$ cat config.mk
export PLATFORM = sky130hd
export DESIGN_NAME = io_bus_master
export DESIGN_NICKNAME = d
export VERILOG_FILES = /design/src/rtl/io_bus_master.sv
export SDC_FILE = /design/constraint.sdc
export NUM_CORES = 1
export LEC_CHECK = 0
export ABC_AREA = 1
export CORE_MARGIN = 5
export CORE_UTILIZATION = 38
export CTS_CLUSTER_DIAMETER = 40
export CTS_CLUSTER_SIZE = 16
export DETAILED_ROUTE_END_ITERATION = 8
export PLACE_DENSITY_LB_ADDON = 0.25
export SLEW_MARGIN = 5
export SYNTH_ARGS = -nofsm -noshare
export SYNTH_HDL_FRONTEND = slang
export SYNTH_SLANG_ARGS = --single-unit
$ cat constraint.sdc
create_clock -name clk -period 2.8 [get_ports clk]
set_input_delay 0.42 -clock clk [delete_from_list [all_inputs] [get_ports clk]]
set_output_delay 0.42 -clock clk [all_outputs]
set_load 0.005 [all_outputs]
$ cat src/rtl/io_bus_master.sv
// io_bus_master
//   Queues IO read/write commands in a small FIFO and replays them one at a
//   time onto a simple strobed IO bus. Reads wait READ_LATENCY cycles after
//   the strobe, capture io_read_value and present it on a valid/ready
//   response port. While a response is pending, no further IO strobe issues.
//
// Parameters
//   FIFO_DEPTH    command FIFO entries (power of two, 2..16)
//   READ_LATENCY  cycles from io_read_en to io_read_value valid (0..3)
//
// Ports
//   clk, rst                        clock, synchronous active-high reset
//   cmd_valid/cmd_ready             command handshake
//   cmd_write/cmd_address/cmd_wdata command fields (1 = write)
//   rsp_valid/rsp_ready/rsp_data    read response handshake and data
//   busy                            FIFO non-empty or a command in flight
//   io_address/io_write_value       registered IO bus address/write data
//   io_write_en/io_read_en          one-cycle IO strobes
//   io_read_value                   responder read data
module io_bus_master #(
  parameter int FIFO_DEPTH   = 4,
  parameter int READ_LATENCY = 0
) (
  input  logic        clk,
  input  logic        rst,
  input  logic        cmd_valid,
  output logic        cmd_ready,
  input  logic        cmd_write,
  input  logic [15:0] cmd_address,
  input  logic [15:0] cmd_wdata,
  output logic        rsp_valid,
  input  logic        rsp_ready,
  output logic [15:0] rsp_data,
  output logic        busy,
  output logic [15:0] io_address,
  output logic [15:0] io_write_value,
  output logic        io_write_en,
  output logic        io_read_en,
  input  logic [15:0] io_read_value
);

  localparam int AW = (FIFO_DEPTH > 1) ? $clog2(FIFO_DEPTH) : 1;
  localparam int CW = AW + 1;
  localparam logic [CW-1:0] FULL_COUNT = CW'(FIFO_DEPTH);
  localparam int LAT_INIT = (READ_LATENCY > 0) ? READ_LATENCY - 1 : 0;

  typedef enum logic [1:0] {IDLE, ISSUE, WAIT_READ, RESPOND} state_t;

  typedef struct packed {
    logic        write;
    logic [15:0] addr;
    logic [15:0] wdata;
  } cmd_t;

  state_t state_q, state_d;

  cmd_t          mem_q [FIFO_DEPTH];
  logic [AW-1:0] wr_ptr_q, rd_ptr_q;
  logic [CW-1:0] count_q;

  logic push, pop, empty, full;
  cmd_t in_cmd, head;

  logic [15:0] io_address_q, io_address_d;
  logic [15:0] io_write_value_q, io_write_value_d;
  logic        io_write_en_q, io_write_en_d;
  logic        io_read_en_q, io_read_en_d;
  logic        rsp_valid_q, rsp_valid_d;
  logic [15:0] rsp_data_q, rsp_data_d;
  logic [1:0]  lat_q, lat_d;

  assign full      = (count_q == FULL_COUNT);
  assign empty     = (count_q == '0);
  // cmd_ready is purely registered: a pop in a full cycle does not reopen it.
  assign cmd_ready = !full;
  assign push      = cmd_valid && !full;
  assign in_cmd    = '{write: cmd_write, addr: cmd_address, wdata: cmd_wdata};

  // When the FIFO is empty the incoming command bypasses storage so that an
  // idle master can strobe it in the cycle right after the accept edge. The
  // push still advances both pointers, which keeps the count unchanged.
  assign head = empty ? in_cmd : mem_q[rd_ptr_q];
  assign pop  = (state_q == IDLE) && (!empty || push);

  always_ff @(posedge clk) begin
    if (push) begin
      mem_q[wr_ptr_q] <= in_cmd;
    end
  end

  always_ff @(posedge clk) begin
    if (rst) begin
      wr_ptr_q <= '0;
      rd_ptr_q <= '0;
      count_q  <= '0;
    end else begin
      if (push) wr_ptr_q <= wr_ptr_q + AW'(1);
      if (pop)  rd_ptr_q <= rd_ptr_q + AW'(1);
      case ({push, pop})
        2'b10:   count_q <= count_q + CW'(1);
        2'b01:   count_q <= count_q - CW'(1);
        default: count_q <= count_q;
      endcase
    end
  end

  always_comb begin
    state_d          = state_q;
    io_address_d     = io_address_q;
    io_write_value_d = io_write_value_q;
    io_write_en_d    = 1'b0;
    io_read_en_d     = 1'b0;
    rsp_valid_d      = rsp_valid_q;
    rsp_data_d       = rsp_data_q;
    lat_d            = lat_q;
    case (state_q)
      IDLE: begin
        if (pop) begin
          io_address_d = head.addr;
          if (head.write) begin
            io_write_value_d = head.wdata;
            io_write_en_d    = 1'b1;
          end else begin
            io_read_en_d = 1'b1;
          end
          lat_d   = 2'(LAT_INIT);
          state_d = ISSUE;
        end
      end
      ISSUE: begin
        // Exactly one strobe is high here; it tells us the command type.
        if (io_read_en_q) begin
          if (READ_LATENCY == 0) begin
            rsp_data_d  = io_read_value;
            rsp_valid_d = 1'b1;
            state_d     = RESPOND;
          end else begin
            state_d = WAIT_READ;
          end
        end else begin
          state_d = IDLE;
        end
      end
      WAIT_READ: begin
        if (lat_q == 2'd0) begin
          rsp_data_d  = io_read_value;
          rsp_valid_d = 1'b1;
          state_d     = RESPOND;
        end else begin
          lat_d = lat_q - 2'd1;
        end
      end
      RESPOND: begin
        if (rsp_ready) begin
          rsp_valid_d = 1'b0;
          state_d     = IDLE;
        end
      end
      default: state_d = IDLE;
    endcase
  end

  always_ff @(posedge clk) begin
    if (rst) begin
      state_q          <= IDLE;
      io_address_q     <= '0;
      io_write_value_q <= '0;
      io_write_en_q    <= 1'b0;
      io_read_en_q     <= 1'b0;
      rsp_valid_q      <= 1'b0;
      rsp_data_q       <= '0;
      lat_q            <= '0;
    end else begin
      state_q          <= state_d;
      io_address_q     <= io_address_d;
      io_write_value_q <= io_write_value_d;
      io_write_en_q    <= io_write_en_d;
      io_read_en_q     <= io_read_en_d;
      rsp_valid_q      <= rsp_valid_d;
      rsp_data_q       <= rsp_data_d;
      lat_q            <= lat_d;
    end
  end

  assign io_address     = io_address_q;
  assign io_write_value = io_write_value_q;
  assign io_write_en    = io_write_en_q;
  assign io_read_en     = io_read_en_q;
  assign rsp_valid      = rsp_valid_q;
  assign rsp_data       = rsp_data_q;
  assign busy           = !empty || (state_q != IDLE);

endmodule

==> summary.txt <==
Global routing
  – Gr usage total: 15.6%
  – Vias in the first global route: 5469
  – Total grt overflow: 0
  – First-pass GRT wire length: 29200 um
  – Pin count of the biggest net entering global routing: 67
  – Initial antenna violation count: 0

Clock network
  – CTS Sinks: 196
  – Hold buffer count at CTS: 0
  – CTS tree: built
  – Buffers inserted by post-CTS timing repair: 0
  – Clock root buffer: clkbuf_16
  – Post_cts resized: 0
  – Longest Clk Path Bufs: 2
  – H-tree level count: 4
  – Clk_lat worst skew: 0.43 ns
  – CTS Buf Count: 17
  – CTS clock-pin slew for the worst setup and hold paths: 0.07 ns

Synthesis
  – Library cells used by synthesis: 31
  – Synthesized instance count: 780
  – Flops & latches, synth: 196
  – Mapped Area: 7870 um2
  – Synth warn: 0
  – Avg Cell Area, Syn: 10.1 um2
  – Mapped Nets: 840
  – Sequential area share after synthesis: 66.6%

Worst hold path
  – Hold Path Stages: 1
  – Worst hold-check path type: reg2reg
  – Endpoint, Worst Hold: lat_q[0]
  – Hold Startpoint: lat_q[0]

Critical path
  – Critical path class: reg2out
  – Crit path max fanout: 19
  – CP Capture Type: primary output
  – Crit path DAT: 1.80 ns
  – Capturing point of the worst reg2reg path: io_write_value[14]
  – Crit start category: flip-flop
  – FF-to-FF path depth: 8
  – R2R Setup Slk: 0.84 ns
  – Critical Path RT: 2.38 ns

Routing
  – Total number of vias: 5543
  – Post-route ant nets: 0
  – Vias/cell: 4.77
  – Total Routed Length: 17800 um
  – DR pass1 iterations: 4
  – WL/cell: 15.3 um
  – Iteration-0 DRC Markers: 338
  – Drc violations: 0

Timing
  – Unrepaired setup endpoints after global routing: false
  – Slew Viols, Final: 0
  – Fin. Hold Viols: 0
  – Achievable clock frequency: 0.451 GHz
  – Final Skew: 0.00950 ns
  – Setup TNS: 0 ns
  – Part of the cycle the worst path needs: 79.2%
  – Count of final setup violators: 0
  – Crit path time final: 2.22 ns
  – Worst-Margin Slew: 0.761 ns
  – Slew headroom: 49.2%

Final layout
  – Area growth, synth to finish: 24.2%
  – Net count reported at finish: 940
  – Share of layout cells above drive strength 1: 7.61%
  – Antenna fix cells: 0

Pwr
  – Power, Total: 10.1 mW
  – Sw Ratio: 36.9%
  – Pint: 6.36 mW
  – Gate power share: 38.3%
  – Power Dens Cells: 1030 nW/um2
  – Static Leakage: 3.79 nW
  – Worst VDD drop: 0.456 mV
  – Seq pwr share: 38.2%
  – Clock share of power: 23.4%
  – Sw Pwr: 3.72 mW

Die
  – Initial Utilization: 38.8%
  – Die ar.: 23700 um2
  – I/O pin count: 106
  – Die height: 154 um
  – Die span in x: 154 um
  – Rows: 52
  – Core area: 20300 um2

Outcome
  – Outcome: finished, final reports clean

Placed design
  – Port Buffers: 105
  – Hpwl dp: 10400 um
  – GP Congestion: 0.697

Run
  – Max Cap Viol: 0
-- synth_stat cells, drive strengths merged --
library cell / count / area (um2)
inv: 43 / 161
o22ai: 1 / 6.26
o211ai: 1 / 7.51
nand3: 22 / 133
nor3: 2 / 10.0
dfxtp: 64 / 1280
fa: 1 / 20.0
or2: 2 / 15.0
nand2: 224 / 853
a21oi: 78 / 390
edfxtp: 132 / 3960
o21ai: 72 / 360
a211oi: 1 / 7.51
clkbuf: 13 / 50.0
and2: 1 / 6.26
ha: 6 / 75.1
buf: 27 / 183
nor2: 90 / 348
-- how the worst max path moves through the flow --
stage                     from     endpoint  slack, ns  cells after the start
CTS                 count_q[1]         busy       0.54                      5
finish              count_q[1]         busy       0.58                      5
global placement     cmd_valid   count_q[2]       0.51                     12
detailed placement   cmd_valid   count_q[2]       0.51                     12
floorplan           count_q[1]  mem_q[0][0]       0.27                      4
global route        count_q[2]         busy       0.47                      5
-- power groups by stage --
stage | Clock (mW) | Sequential (mW) | Combinational (mW)
after floorplan | 0 | 3.94 | 2.52
after global placement | 0 | 3.92 | 3.89
after detailed placement | 0 | 3.93 | 3.93
after CTS | 2.42 | 3.86 | 3.95
after global routing | 2.57 | 3.92 | 4.46
final | 2.36 | 3.86 | 3.87
-- metrics by stage --
| stage | cell area (um2) | setup WS (ns) | utilization, % | hold WS, ns | instances |
|---|---|---|---|---|---|
| floorplan | 7870 | 0.274 | - | 0.407 | 780 |
| global placement | 9200 | 0.510 | 45.3 | 0.416 | 1131 |
| detailed placement | 9200 | 0.507 | 45.3 | 0.425 | 1131 |
| CTS | 9780 | 0.541 | 48.2 | 0.438 | 1163 |
| global route | 9780 | 0.470 | 48.2 | 0.459 | 1163 |
| finish | 9780 | 0.584 | 48.2 | 0.436 | 1163 |
-- sequential cells by signal, summed over array words and instances, names as in the netlist, named ones only --
name and count:
lat_q 2, rsp_valid 1, rsp_data 16, io_write_en 1
count_q 3, io_write_value 16, wr_ptr_q 2, rd_ptr_q 2
mem_q 132, io_read_en 1, state_q 2, io_address 16
-- cells in the final DEF, fill, tap and decap left out, types with 2 or more instances in the layout --
| cell | synthesis | final |
|---|---|---|
| inv_1 | 39 | 37 |
| nor3_1 | 2 | 2 |
| buf_12 | 0 | 2 |
| edfxtp_1 | 132 | 132 |
| nor2_4 | 1 | 5 |
| nand3_1 | 19 | 19 |
| ha_1 | 6 | 6 |
| buf_4 | 10 | 14 |
| nand3_2 | 2 | 2 |
| nand2_1 | 221 | 221 |
| inv_2 | 4 | 6 |
| clkbuf_16 | 0 | 17 |
| nand2_2 | 2 | 2 |
| nor2_1 | 88 | 84 |
| clkinvlp_4 | 0 | 3 |
| dfxtp_1 | 64 | 63 |
| clkdlybuf4s50_1 | 0 | 105 |
| clkinv_4 | 0 | 2 |
| o21ai_0 | 71 | 71 |
| inv_8 | 0 | 3 |
| a21oi_1 | 78 | 78 |
| inv_6 | 0 | 4 |
-- cell families after synthesis --
family                   count (synthesis)  synth area share [%]
AND/OR/NAND/NOR                        341                  17.3
AO/OA/AOI/OAI                          153                  9.81
flip-flops                             196                  66.6
buffers and inverters                   83                  5.01
adder cells (fa/ha/maj)                  7                  1.21
-- layout make-up --
type                       count  area [um2]
fill                        1915       10500
sequential                   196        5250
multi-input combinational    501        2260
timing repair buffer         121        1200
clock buffer                  18         429
tap                          270         338
inverter                      43         161
clock inverter                14         144
-- layer usage --
| layer | global-route usage (%) | vias to the layer above | part of all wire, % |
|---|---|---|---|
| li1 | - | 2800 | - |
| met1 | 19.8 | 2650 | 45 |
| met2 | 26.9 | 83 | 51 |
| met3 | 3.85 | 10 | 3.2 |
| met4 | 3.49 | 0 | 0.77 |
| met5 | 0 | - | 0 |
-- critical path: stages, from the launching register on --
cell and delay, ns:
dfxtp_1 0.42, nor2_4 0.08, nand2_4 0.23, inv_2 0.06, nand2_1 0.07, clkdlybuf4s50_1 0.51
(Power assumes the default switching activity.)
